## src/rtl/dft_seq_ctrl_if.sv

```systemverilog
// Control/status bundle between the sample-capture front end, the DFT
// sequencer and the twiddle/MAC datapath. The master drives the requests;
// the slave (the sequencer) drives the state and index outputs.
interface dft_seq_ctrl_if #(
    parameter int MAX_N = 4096,
    parameter int CNT_W = $clog2(MAX_N)
);
    logic             ce;
    logic             start;
    logic [CNT_W:0]   sample_num;
    logic             abort;
    logic [2:0]       state;
    logic             load_ncompute;
    logic             load_to_cache;
    logic             clear;
    logic [CNT_W-1:0] n_idx;
    logic [CNT_W-1:0] k_idx;
    logic             bin_valid;
    logic             busy;
    logic             done;
    logic             err_len;

    modport master (
        output ce, start, sample_num, abort,
        input  state, load_ncompute, load_to_cache, clear, n_idx, k_idx,
               bin_valid, busy, done, err_len
    );

    modport slave (
        input  ce, start, sample_num, abort,
        output state, load_ncompute, load_to_cache, clear, n_idx, k_idx,
               bin_valid, busy, done, err_len
    );
endinterface

```

## src/rtl/dft_seq_ctrl.sv

```systemverilog
// DFT sequencer: load-to-cache, per-bin accumulator clear and the n x k
// compute loop for a runtime length N, followed by a MAC pipeline flush.
// Optional build macro DFT_SEQ_CONTINUOUS_EN: a legal start seen in DONE
// chains straight into the next LOAD instead of passing through IDLE.
module dft_seq_ctrl #(
    parameter int MAX_N    = 4096,
    parameter int CNT_W    = $clog2(MAX_N),
    parameter int PIPE_LAT = 2
) (
    input logic          clk,
    input logic          rst,
    dft_seq_ctrl_if.slave bus
);

    typedef enum logic [2:0] {
        S_IDLE    = 3'd0,
        S_LOAD    = 3'd1,
        S_CLEAR   = 3'd2,
        S_COMPUTE = 3'd3,
        S_FLUSH   = 3'd4,
        S_DONE    = 3'd5
    } state_t;

    localparam logic [CNT_W:0]   MAX_LEN = (CNT_W+1)'(MAX_N);
    localparam logic [CNT_W:0]   ONE_L   = {{CNT_W{1'b0}}, 1'b1};
    localparam logic [CNT_W-1:0] ONE_C   = {{(CNT_W-1){1'b0}}, 1'b1};
    localparam logic [3:0]       FL_INIT = 4'(PIPE_LAT - 1);

    state_t           state_q, state_d;
    logic [CNT_W-1:0] n_q, n_d, k_q, k_d;
    logic [CNT_W:0]   len_q, len_d;
    logic [3:0]       fl_q, fl_d;
    logic             err_q, err_d;

    // Last index is taken at CNT_W+1 bits so N=MAX_N compares cleanly.
    logic [CNT_W:0] last_idx;
    logic           n_last, k_last, len_ok;
    assign last_idx = len_q - ONE_L;
    assign n_last   = ({1'b0, n_q} == last_idx);
    assign k_last   = ({1'b0, k_q} == last_idx);
    assign len_ok   = (bus.sample_num != '0) && (bus.sample_num <= MAX_LEN);

    // State, counters, latched length and sticky length error.
    always_ff @(posedge clk) begin
        if (rst) begin
            state_q <= S_IDLE;
            n_q     <= '0;
            k_q     <= '0;
            len_q   <= '0;
            fl_q    <= '0;
            err_q   <= 1'b0;
        end else begin
            state_q <= state_d;
            n_q     <= n_d;
            k_q     <= k_d;
            len_q   <= len_d;
            fl_q    <= fl_d;
            err_q   <= err_d;
        end
    end

    // Next-state and counter stepping; ce low leaves every register as is.
    always_comb begin
        state_d = state_q;
        n_d     = n_q;
        k_d     = k_q;
        len_d   = len_q;
        fl_d    = fl_q;
        err_d   = err_q;
        if (bus.ce) begin
            if (bus.abort) begin
                state_d = S_IDLE;
                n_d     = '0;
                k_d     = '0;
            end else begin
                case (state_q)
                    S_IDLE: begin
                        if (bus.start) begin
                            if (len_ok) begin
                                len_d   = bus.sample_num;
                                err_d   = 1'b0;
                                n_d     = '0;
                                k_d     = '0;
                                state_d = S_LOAD;
                            end else begin
                                err_d = 1'b1;
                            end
                        end
                    end
                    S_LOAD: begin
                        if (n_last) begin
                            n_d     = '0;
                            state_d = S_CLEAR;
                        end else begin
                            n_d = n_q + ONE_C;
                        end
                    end
                    S_CLEAR: state_d = S_COMPUTE;
                    S_COMPUTE: begin
                        if (n_last) begin
                            if (k_last) begin
                                fl_d    = FL_INIT;
                                state_d = S_FLUSH;
                            end else begin
                                k_d     = k_q + ONE_C;
                                n_d     = '0;
                                state_d = S_CLEAR;
                            end
                        end else begin
                            n_d = n_q + ONE_C;
                        end
                    end
                    S_FLUSH: begin
                        if (fl_q == '0) state_d = S_DONE;
                        else            fl_d = fl_q - 4'd1;
                    end
                    S_DONE: begin
                        n_d     = '0;
                        k_d     = '0;
                        state_d = S_IDLE;
`ifdef DFT_SEQ_CONTINUOUS_EN
                        if (bus.start) begin
                            if (len_ok) begin
                                len_d   = bus.sample_num;
                                err_d   = 1'b0;
                                state_d = S_LOAD;
                            end else begin
                                err_d = 1'b1;
                            end
                        end
`endif
                    end
                    default: begin
                        n_d     = '0;
                        k_d     = '0;
                        state_d = S_IDLE;
                    end
                endcase
            end
        end
    end

    // Outputs decode registers only; no input reaches an output combinationally.
    assign bus.state         = state_q;
    assign bus.load_ncompute = (state_q == S_IDLE) || (state_q == S_DONE);
    assign bus.load_to_cache = (state_q == S_LOAD);
    assign bus.clear         = (state_q == S_CLEAR);
    assign bus.n_idx         = n_q;
    assign bus.k_idx         = k_q;
    assign bus.bin_valid     = (state_q == S_COMPUTE) && n_last;
    assign bus.busy          = (state_q != S_IDLE);
    assign bus.done          = (state_q == S_DONE);
    assign bus.err_len       = err_q;

endmodule

```

## src/flat_wrapper.sv

```systemverilog
// flat-port wrapper written by rule: the top's interface ports become plain ports
module dft_seq_ctrl_flat 
#(
    parameter int MAX_N    = 4096,
    parameter int CNT_W    = $clog2(MAX_N),
    parameter int PIPE_LAT = 2
)
  (clk, rst, bus_ce, bus_start, bus_sample_num, bus_abort, bus_state, bus_load_ncompute, bus_load_to_cache, bus_clear, bus_n_idx, bus_k_idx, bus_bin_valid, bus_busy, bus_done, bus_err_len);
  dft_seq_ctrl_if #(.MAX_N(MAX_N), .CNT_W(CNT_W)) bus_i ();
  input logic clk;
  input logic rst;
  input wire logic [$bits(bus_i.ce)-1:0] bus_ce;
  input wire logic [$bits(bus_i.start)-1:0] bus_start;
  input wire logic [$bits(bus_i.sample_num)-1:0] bus_sample_num;
  input wire logic [$bits(bus_i.abort)-1:0] bus_abort;
  output wire logic [$bits(bus_i.state)-1:0] bus_state;
  output wire logic [$bits(bus_i.load_ncompute)-1:0] bus_load_ncompute;
  output wire logic [$bits(bus_i.load_to_cache)-1:0] bus_load_to_cache;
  output wire logic [$bits(bus_i.clear)-1:0] bus_clear;
  output wire logic [$bits(bus_i.n_idx)-1:0] bus_n_idx;
  output wire logic [$bits(bus_i.k_idx)-1:0] bus_k_idx;
  output wire logic [$bits(bus_i.bin_valid)-1:0] bus_bin_valid;
  output wire logic [$bits(bus_i.busy)-1:0] bus_busy;
  output wire logic [$bits(bus_i.done)-1:0] bus_done;
  output wire logic [$bits(bus_i.err_len)-1:0] bus_err_len;
  assign bus_i.ce = bus_ce;
  assign bus_i.start = bus_start;
  assign bus_i.sample_num = bus_sample_num;
  assign bus_i.abort = bus_abort;
  assign bus_state = bus_i.state;
  assign bus_load_ncompute = bus_i.load_ncompute;
  assign bus_load_to_cache = bus_i.load_to_cache;
  assign bus_clear = bus_i.clear;
  assign bus_n_idx = bus_i.n_idx;
  assign bus_k_idx = bus_i.k_idx;
  assign bus_bin_valid = bus_i.bin_valid;
  assign bus_busy = bus_i.busy;
  assign bus_done = bus_i.done;
  assign bus_err_len = bus_i.err_len;
  dft_seq_ctrl #(.MAX_N(MAX_N), .CNT_W(CNT_W), .PIPE_LAT(PIPE_LAT)) u_core (.clk(clk), .rst(rst), .bus(bus_i));
endmodule
```

## config.mk

```make
export PLATFORM = sky130hd
export DESIGN_NAME = dft_seq_ctrl_flat
export DESIGN_NICKNAME = d
export VERILOG_FILES = /design/src/rtl/dft_seq_ctrl_if.sv /design/src/rtl/dft_seq_ctrl.sv /design/src/flat_wrapper.sv
export SDC_FILE = /design/constraint.sdc
export NUM_CORES = 1
export LEC_CHECK = 0
export ABC_CLOCK_PERIOD_IN_PS = 4350
export BUFFER_PORTS_ARGS = -buffer_cell sky130_fd_sc_hd__buf_4
export CAP_MARGIN = 20
export CORE_AREA = 2 2 87 151
export DETAILED_ROUTE_END_ITERATION = 10
export DIE_AREA = 0 0 89 153
export PLACE_DENSITY = 0.48
export REMOVE_ABC_BUFFERS = 1
export SLEW_MARGIN = 20
export SYNTH_ARGS = -nofsm -noshare
export SYNTH_HDL_FRONTEND = slang
export SYNTH_SLANG_ARGS = --single-unit
```

## constraint.sdc

```tcl
create_clock -name clk -period 4.35 [get_ports clk]
set_clock_uncertainty 0.15 [all_clocks]
set_input_delay 0.6525 -clock clk [delete_from_list [all_inputs] [get_ports clk]]
set_output_delay 0.6525 -clock clk [all_outputs]
set_load 0.05 [all_outputs]
```

==> results of run 1 <==
## worst max-delay path by stage
| stage | end | slack (ns) | cells past startpoint |
|---|---|---|---|
| 2_1_floorplan | bus_bin_valid | 0.56 | 9 |
| 3_5_place_dp | bus_bin_valid | 0.52 | 10 |
| 4_1_cts | bus_bin_valid | 0.18 | 10 |
| 3_3_place_gp | bus_bin_valid | 0.50 | 10 |
| 5_1_grt | bus_bin_valid | 0.02 | 10 |
| 6_report | bus_bin_valid | 0.17 | 10 |
## state kept, by name, indices dropped and copies added (netlist names)
| register | flops |
|---|---|
| u_core.len_q | 13 |
| u_core.bus.k_idx | 12 |
| u_core.bus.n_idx | 12 |
| u_core.fl_q | 4 |
| u_core.bus.state | 3 |
| u_core.bus.err_len | 1 |
## stage by stage
step	area, sq um	hold slack, ns	cells	power [mW]
floorplan	3370	0.294	427	0.542
global placement	4080	0.327	661	0.610
detailed placement	4080	0.332	661	0.610
CTS	4220	0.346	668	1.00
global route	4220	0.396	668	1.04
finish	4220	0.340	668	0.996
## cells in the final DEF, fill, tap and decap left out, types with 3 or more instances in the layout
master,n
nand2b_1,8
o31ai_1,7
nand2_1,29
ha_1,4
a221o_1,9
o211ai_1,11
mux2i_1,15
or3_1,10
a32oi_1,4
a21oi_1,19
a2111oi_0,5
o21ai_0,15
a211o_1,4
buf_4,66
nand4_1,6
or4_1,3
nor2_1,48
inv_1,17
or3b_2,3
clkbuf_16,5
nor2b_1,7
nand3_1,25
o31a_1,3
o221ai_1,3
a311oi_1,3
xnor2_1,11
nor3b_1,8
nor4_1,11
a31oi_1,4
and3_1,18
nor3_1,12
or2_2,9
dfxtp_1,45
xor2_1,9
## kinds of logic (layout without fill, tap and decap cells)
logic type | Yosys count | count (layout) | synth area share [%]
AOI/OAI and AO/OA | 111 | 111 | 23.5
xor gates and xnor gates | 21 | 21 | 5.60
adders and majority gates | 4 | 4 | 1.42
buffers and inverters | 50 | 90 | 6.17
DFF | 45 | 45 | 25.5
muxes | 16 | 16 | 4.57
and+or+nand+nor | 213 | 213 | 33.2
## area by class of cell
class / count / area share [%]
multi-input cells: 365 / 57.1
well taps: 168 / 4.98
clock buffers: 7 / 3.38
repair buffers: 66 / 11.7
flip-flops and latches: 45 / 21.3
inverters: 17 / 1.51
## metal layers
layer  global-route usage, %  wire, um  up-vias  part of all wire, %
li1                        -         -     1806                    -
met1                    19.5      4560     1763                   38
met2                    35.4      6760       71                   56
met3                    1.89       297       23                  2.4
met4                    9.31       550        0                  4.5
met5                       0         0        -                    0
## synthesized netlist by cell type, types with 2 or more instances
master | instances | area share, %
a2111oi_0 | 5 | 1.2
a211o_1 | 4 | 0.99
a211oi_1 | 2 | 0.43
a21oi_1 | 19 | 2.7
a221o_1 | 9 | 2.6
a311o_1 | 2 | 0.57
a311oi_1 | 3 | 0.74
a31oi_1 | 4 | 0.71
a32oi_1 | 4 | 0.99
and2_1 | 2 | 0.35
and3_1 | 18 | 3.2
and4_1 | 2 | 0.50
buf_2 | 6 | 0.85
buf_6 | 3 | 0.96
clkbuf_1 | 24 | 2.6
dfxtp_1 | 45 | 26
ha_1 | 4 | 1.4
inv_1 | 17 | 1.8
mux2i_1 | 15 | 4.3
nand2_1 | 29 | 3.1
nand2b_1 | 8 | 1.4
nand3_1 | 25 | 3.5
nand4_1 | 6 | 1.1
nand4b_1 | 2 | 0.50
nor2_1 | 48 | 5.1
nor2b_1 | 7 | 1.2
nor3_1 | 12 | 1.7
nor3_2 | 2 | 0.57
nor3b_1 | 8 | 1.7
nor4_1 | 11 | 2.0
o2111ai_1 | 2 | 0.50
o211ai_1 | 11 | 2.3
o21ai_0 | 15 | 2.1
o21ai_1 | 2 | 0.28
o221ai_1 | 3 | 0.74
o22ai_1 | 2 | 0.35
o31a_1 | 3 | 0.74
o31ai_1 | 7 | 1.5
or2_2 | 9 | 1.6
or3_1 | 10 | 1.8
or3b_2 | 3 | 0.74
or4_1 | 3 | 0.64
xnor2_1 | 11 | 2.7
xor2_1 | 9 | 2.2
## report_power, final
part | total (mW) | switching [mW] | internal, mW | leakage (nW)
sequential | 0.424 | 0.00848 | 0.416 | 0.363
clock | 0.394 | 0.168 | 0.226 | 0.0700
combinational | 0.177 | 0.112 | 0.0651 | 1.27
total | 0.996 | 0.288 | 0.707 | 1.70
## worst reg2reg max path: stages (launching register included)
cell and delay, ns:
dfxtp_1 0.49, inv_1 0.08, ha_1 0.22, buf_4 0.18
xor2_1 0.28, xor2_1 0.13, a2111oi_0 0.45, o2111ai_1 0.30
nor3_2 0.42, buf_4 0.22, nand2_1 0.07, or3_1 0.39
o22ai_1 0.17
==> results.sh, run 1 <==
export IMPL_drt_total_wl_mm=12.2
export IMPL_ys_seq_area_share_pct=25.5
export IMPL_area_growth_pct=19.7
export IMPL_diodes=0
export IMPL_dp_hpwl_mm=9.57
export IMPL_netlist_area_sq_um=3530
export IMPL_max_stage_delay_ns=0.59
export IMPL_critPathBufInv=3
export IMPL_cts_setup_buffers=0
export IMPL_die_area_sq_um=13600
export IMPL_slew_viol_final=0
export IMPL_grt_pass1_wl_mm=19.8
export IMPL_final_hold_viol_count=0
export IMPL_synth_edff_count=0
export IMPL_cts_tree="built"
export IMPL_fin_ws_ns=0.172
export IMPL_grt_setup_unrepaired="false"
export IMPL_grt_max_degree=27
export IMPL_coreArea_sq_um=12400
export IMPL_grt_pass1_vias=3776
export IMPL_yosysWarnings=0
export IMPL_period_share_pct=96.0
export IMPL_hold_class="reg2reg"
export IMPL_cp_required_ns=3.55
export IMPL_via_count=3663
export IMPL_worstPathCellList="inv_1, ha_1, nor4b_1, nor3b_1, xnor2_1, o2111ai_1, or4_1, or2_2, inv_1, buf_4"
export IMPL_finalSetupViolCount=0
export IMPL_cp_max_fo=8
export IMPL_htree_num_levels=2
export IMPL_crit_start="u_core.len_q[1]"
export IMPL_nets=522
export IMPL_cp_slowest_cell="or4_1"
export IMPL_max_cap_violations=0
export IMPL_first_pass_iters=4
export IMPL_crit_family="simple AND/OR/NAND/NOR gates"
export IMPL_fill_cells=1393
export IMPL_multiInputGateArea_sq_um=2410
export IMPL_synth_ff_type="dfxtp_1"
export IMPL_crit_type="reg2out"
export IMPL_ios=52
export IMPL_peakVddDrop_v=0.000163
export IMPL_syn_inst=460
export IMPL_io_buffer_count=51
export IMPL_drc_errors=0
export IMPL_wl_per_cell_um=18.2
export IMPL_holdPathStages=1
export IMPL_die_w_um=89
export IMPL_initial_utilization_pct=28.4
export IMPL_clk_pin_slew_ns=0.07
export IMPL_holdPathEnd="u_core.fl_q[3]"
export IMPL_synthArstFlopShare_pct=0
export IMPL_cts_max_path_buffers=2
export IMPL_antenna_found_initial=0
export IMPL_vias_per_cell=5.48
export IMPL_cts_buffers=5
export IMPL_post_route_util_pct=34.0
export IMPL_gr_total_overflow=0
export IMPL_endpoint_kind="output port"
export IMPL_track_usage_pct=18.7
export IMPL_gp_congestion=0.924
export IMPL_p_leak_nw=1.70
export IMPL_synth_cell_types=68
export IMPL_p_per_area_nw_per_um2=236
export IMPL_rows=54
export IMPL_fin_setup_tns_ns=0
export IMPL_cts_root_buffer="clkbuf_16"
export IMPL_timing_rr_start="u_core.len_q[1]"
export IMPL_worstPathArrival_ns=3.38
export IMPL_cp_start_kind="flip-flop"
export IMPL_dp_slack_ns=0.521
export IMPL_postRouteAntennaNets=0
export IMPL_cts_hold_buf=0
export IMPL_drive_above_1_share_pct=18.0
export IMPL_cp_common_cell="inv_1"
export IMPL_r2r_setup_slack_ns=0.72
export IMPL_clkLatencyLatePin_ns=0.29
export IMPL_finalCriticalPeriod_ns=4.18
export IMPL_hp_start="u_core.fl_q[3]"
export IMPL_drtIter0Drc=216
export IMPL_cts_sinks=45
export IMPL_syn_area_per_cell_sq_um=7.67
export IMPL_die_y_um=153
export IMPL_ys_seq_elements=45
export IMPL_r2r_cells=12
export IMPL_status="complete, no violations"
export IMPL_r2r_end="u_core.bus.k_idx[0]"
export IMPL_cts_resized=0
export IMPL_fmax_mhz=239
export IMPL_max_slew_margin_pct=48.3
export IMPL_worst_pin_slew_ns=0.770
export IMPL_register_area_sq_um=901
No activity file was read; power rests on OpenSTA's default activity.
==> run 2, diff against run 1 <==
--- a/config.mk
+++ b/config.mk
@@ -5,12 +5,12 @@
 export SDC_FILE = /design/constraint.sdc
 export NUM_CORES = 1
 export LEC_CHECK = 0
-export ABC_CLOCK_PERIOD_IN_PS = 4350
+export ABC_CLOCK_PERIOD_IN_PS = 3870
 export BUFFER_PORTS_ARGS = -buffer_cell sky130_fd_sc_hd__buf_4
 export CAP_MARGIN = 20
-export CORE_AREA = 2 2 87 151
+export CORE_AREA = 4 4 89 153
 export DETAILED_ROUTE_END_ITERATION = 10
-export DIE_AREA = 0 0 89 153
+export DIE_AREA = 0 0 93 157
 export PLACE_DENSITY = 0.48
 export REMOVE_ABC_BUFFERS = 1
 export SLEW_MARGIN = 20
==> constraint.sdc (replaced) <==
create_clock -name clk -period 3.87 [get_ports clk]
set_clock_uncertainty 0.15 [all_clocks]
set_input_delay 0.5805 -clock clk [delete_from_list [all_inputs] [get_ports clk]]
set_output_delay 0.5805 -clock clk [all_outputs]
set_load 0.05 [all_outputs]
==> results.sh, run 2 (synthesized netlist as in run 1, its figures left out) <==
export IMPL_grt_pass1_vias=3681
export IMPL_grt_setup_unrepaired="false"
export IMPL_wl_per_cell_um=18.7
export IMPL_cts_hold_buf=0
export IMPL_area_growth_pct=21.8
export IMPL_r2r_setup_slack_ns=0.46
export IMPL_first_pass_iters=4
export IMPL_die_y_um=157
export IMPL_p_clk_share_pct=39.3
export IMPL_rows=54
export IMPL_post_route_util_pct=34.6
export IMPL_drtIter0Drc=224
export IMPL_grt_max_degree=27
export IMPL_cts_sinks=45
export IMPL_diodes=0
export IMPL_drc_errors=0
export IMPL_gp_congestion=0.909
export IMPL_max_stage_delay_ns=0.56
export IMPL_endpoint_kind="output port"
export IMPL_peakVddDrop_v=0.000149
export IMPL_largest_reg_flops=13
export IMPL_die_area_sq_um=14600
export IMPL_period_share_pct=97.4
export IMPL_grt_pass1_wl_mm=19.4
export IMPL_finalCriticalPeriod_ns=3.77
export IMPL_initial_utilization_pct=28.4
export IMPL_ios=52
export IMPL_worst_pin_slew_ns=0.701
export IMPL_cts_max_path_buffers=2
export IMPL_register_area_sq_um=908
export IMPL_clkLatencyLatePin_ns=0.29
export IMPL_p_switching_uw=332
export IMPL_via_count=3764
export IMPL_gr_total_overflow=0
export IMPL_mostFrequentLayoutCell="buf_4"
export IMPL_drt_total_wl_mm=12.5
export IMPL_finalSetupViolCount=0
export IMPL_p_leak_nw=1.73
export IMPL_slew_viol_final=0
export IMPL_track_usage_pct=17.0
export IMPL_worstPathCellList="or4_4, buf_4, nor2_2, and4_4, o221ai_1, or4_4, or2_2, inv_1, buf_6"
export IMPL_fin_setup_tns_ns=0
export IMPL_p_per_area_nw_per_um2=264
export IMPL_cp_start_kind="flip-flop"
export IMPL_cp_max_fo=10
export IMPL_io_buffer_count=51
export IMPL_crit_type="reg2out"
export IMPL_worstPathArrival_ns=3.04
export IMPL_fmax_mhz=265
export IMPL_final_hold_viol_count=0
export IMPL_regMostFlops="u_core.len_q"
export IMPL_clk_pin_slew_ns=0.06
export IMPL_nets=525
export IMPL_internal_power_uw=802
export IMPL_die_w_um=93
export IMPL_multiInputGateArea_sq_um=2460
export IMPL_cts_buffers=5
export IMPL_max_cap_violations=0
export IMPL_most_common_layout_cells="67 x buf_4, 47 x nor2_1, 41 x dfxtp_1"
export IMPL_vias_per_cell=5.61
export IMPL_dp_hpwl_mm=9.62
export IMPL_drive_above_1_share_pct=20.7
export IMPL_fill_cells=1345
export IMPL_antenna_found_initial=0
export IMPL_cts_root_buffer="clkbuf_16"
export IMPL_htree_num_levels=2
export IMPL_switching_share_pct=29.3
export IMPL_postRouteAntennaNets=0
export IMPL_max_slew_margin_pct=52.9
export IMPL_cp_slowest_cell="or4_4"
export IMPL_coreArea_sq_um=12400
export IMPL_cts_tree="built"
export IMPL_pwr_share_seq_pct=42.1
export IMPL_status="complete, no violations"
export IMPL_cp_common_cell="or4_4"
export IMPL_hold_class="reg2reg"
export IMPL_cp_required_ns=3.14
export IMPL_pwr_share_comb_pct=18.6
[run 2: cell types whose count changed in the layout (fill, tap and decap cells not counted), moves of 2 or more]
cell     change
or4_4        +2
dfxtp_2      +3
dfxtp_1      -4
or4_1        -2
nor3b_1      -2
[run 2: repair_timing]
item,CTS,global route
gates cloned,0,1
setup endpoints to repair,1,1
buffers inserted,1,1
gates resized for setup,5,9
pin swaps,1,3
[run 2: per-stage QoR]
| step | setup slack [ns] | hold WS, ns | std cells | power, mW | instance area [sq um] |
|---|---|---|---|---|---|
| after detailed placement | 0.209 | 0.339 | 661 | 0.689 | 4080 |
| final | 0.100 | 0.365 | 671 | 1.13 | 4300 |
| after global placement | 0.227 | 0.321 | 661 | 0.690 | 4080 |
| after CTS | 0.00451 | 0.352 | 669 | 1.14 | 4250 |
| after floorplan | 0.152 | 0.294 | 427 | 0.609 | 3370 |
| after global routing | 0.0144 | 0.372 | 671 | 1.18 | 4300 |
[run 2: area by class of cell]
cell class	count	area share (%)
flip-flops and latches	45	21.1
well taps	168	4.89
clock buffers	7	3.32
repair buffers	68	12.0
inverters	17	1.49
multi-input cells	366	57.2
[run 2: per-layer routing]
metal / GRT usage (%) / wire (um) / vias to the layer above
met5: 0 / 0 / -
met4: 10.5 / 659 / 0
met3: 1.53 / 383 / 28
met2: 33.2 / 6980 / 86
met1: 16.9 / 4520 / 1834
li1: - / - / 1816
[run 2: power groups by stage]
stage | registers [mW] | logic (mW) | clock network, mW
after floorplan | 0.493 | 0.116 | 0
after global placement | 0.487 | 0.203 | 0
after detailed placement | 0.487 | 0.203 | 0
final | 0.477 | 0.211 | 0.446
after CTS | 0.476 | 0.206 | 0.460
after global routing | 0.478 | 0.228 | 0.475
[run 2: worst max-delay path, delay by kind of cell, from the launching register on]
family	cells	cell delay, ns
simple gates	5	1.80
buf+inv	3	0.42
flops	1	0.39
compound gates	1	0.13
[run 2: final timing paths]
| check | end | from | depth (start not counted) |
|---|---|---|---|
| worst max-delay path | bus_bin_valid | u_core.len_q[2] | 9 |
| worst min-delay path | u_core.fl_q[3] | u_core.fl_q[3] | 1 |
| worst max register to register | u_core.bus.n_idx[0] | u_core.len_q[4] | 9 |
| worst min register to register | u_core.fl_q[3] | u_core.fl_q[3] | 1 |
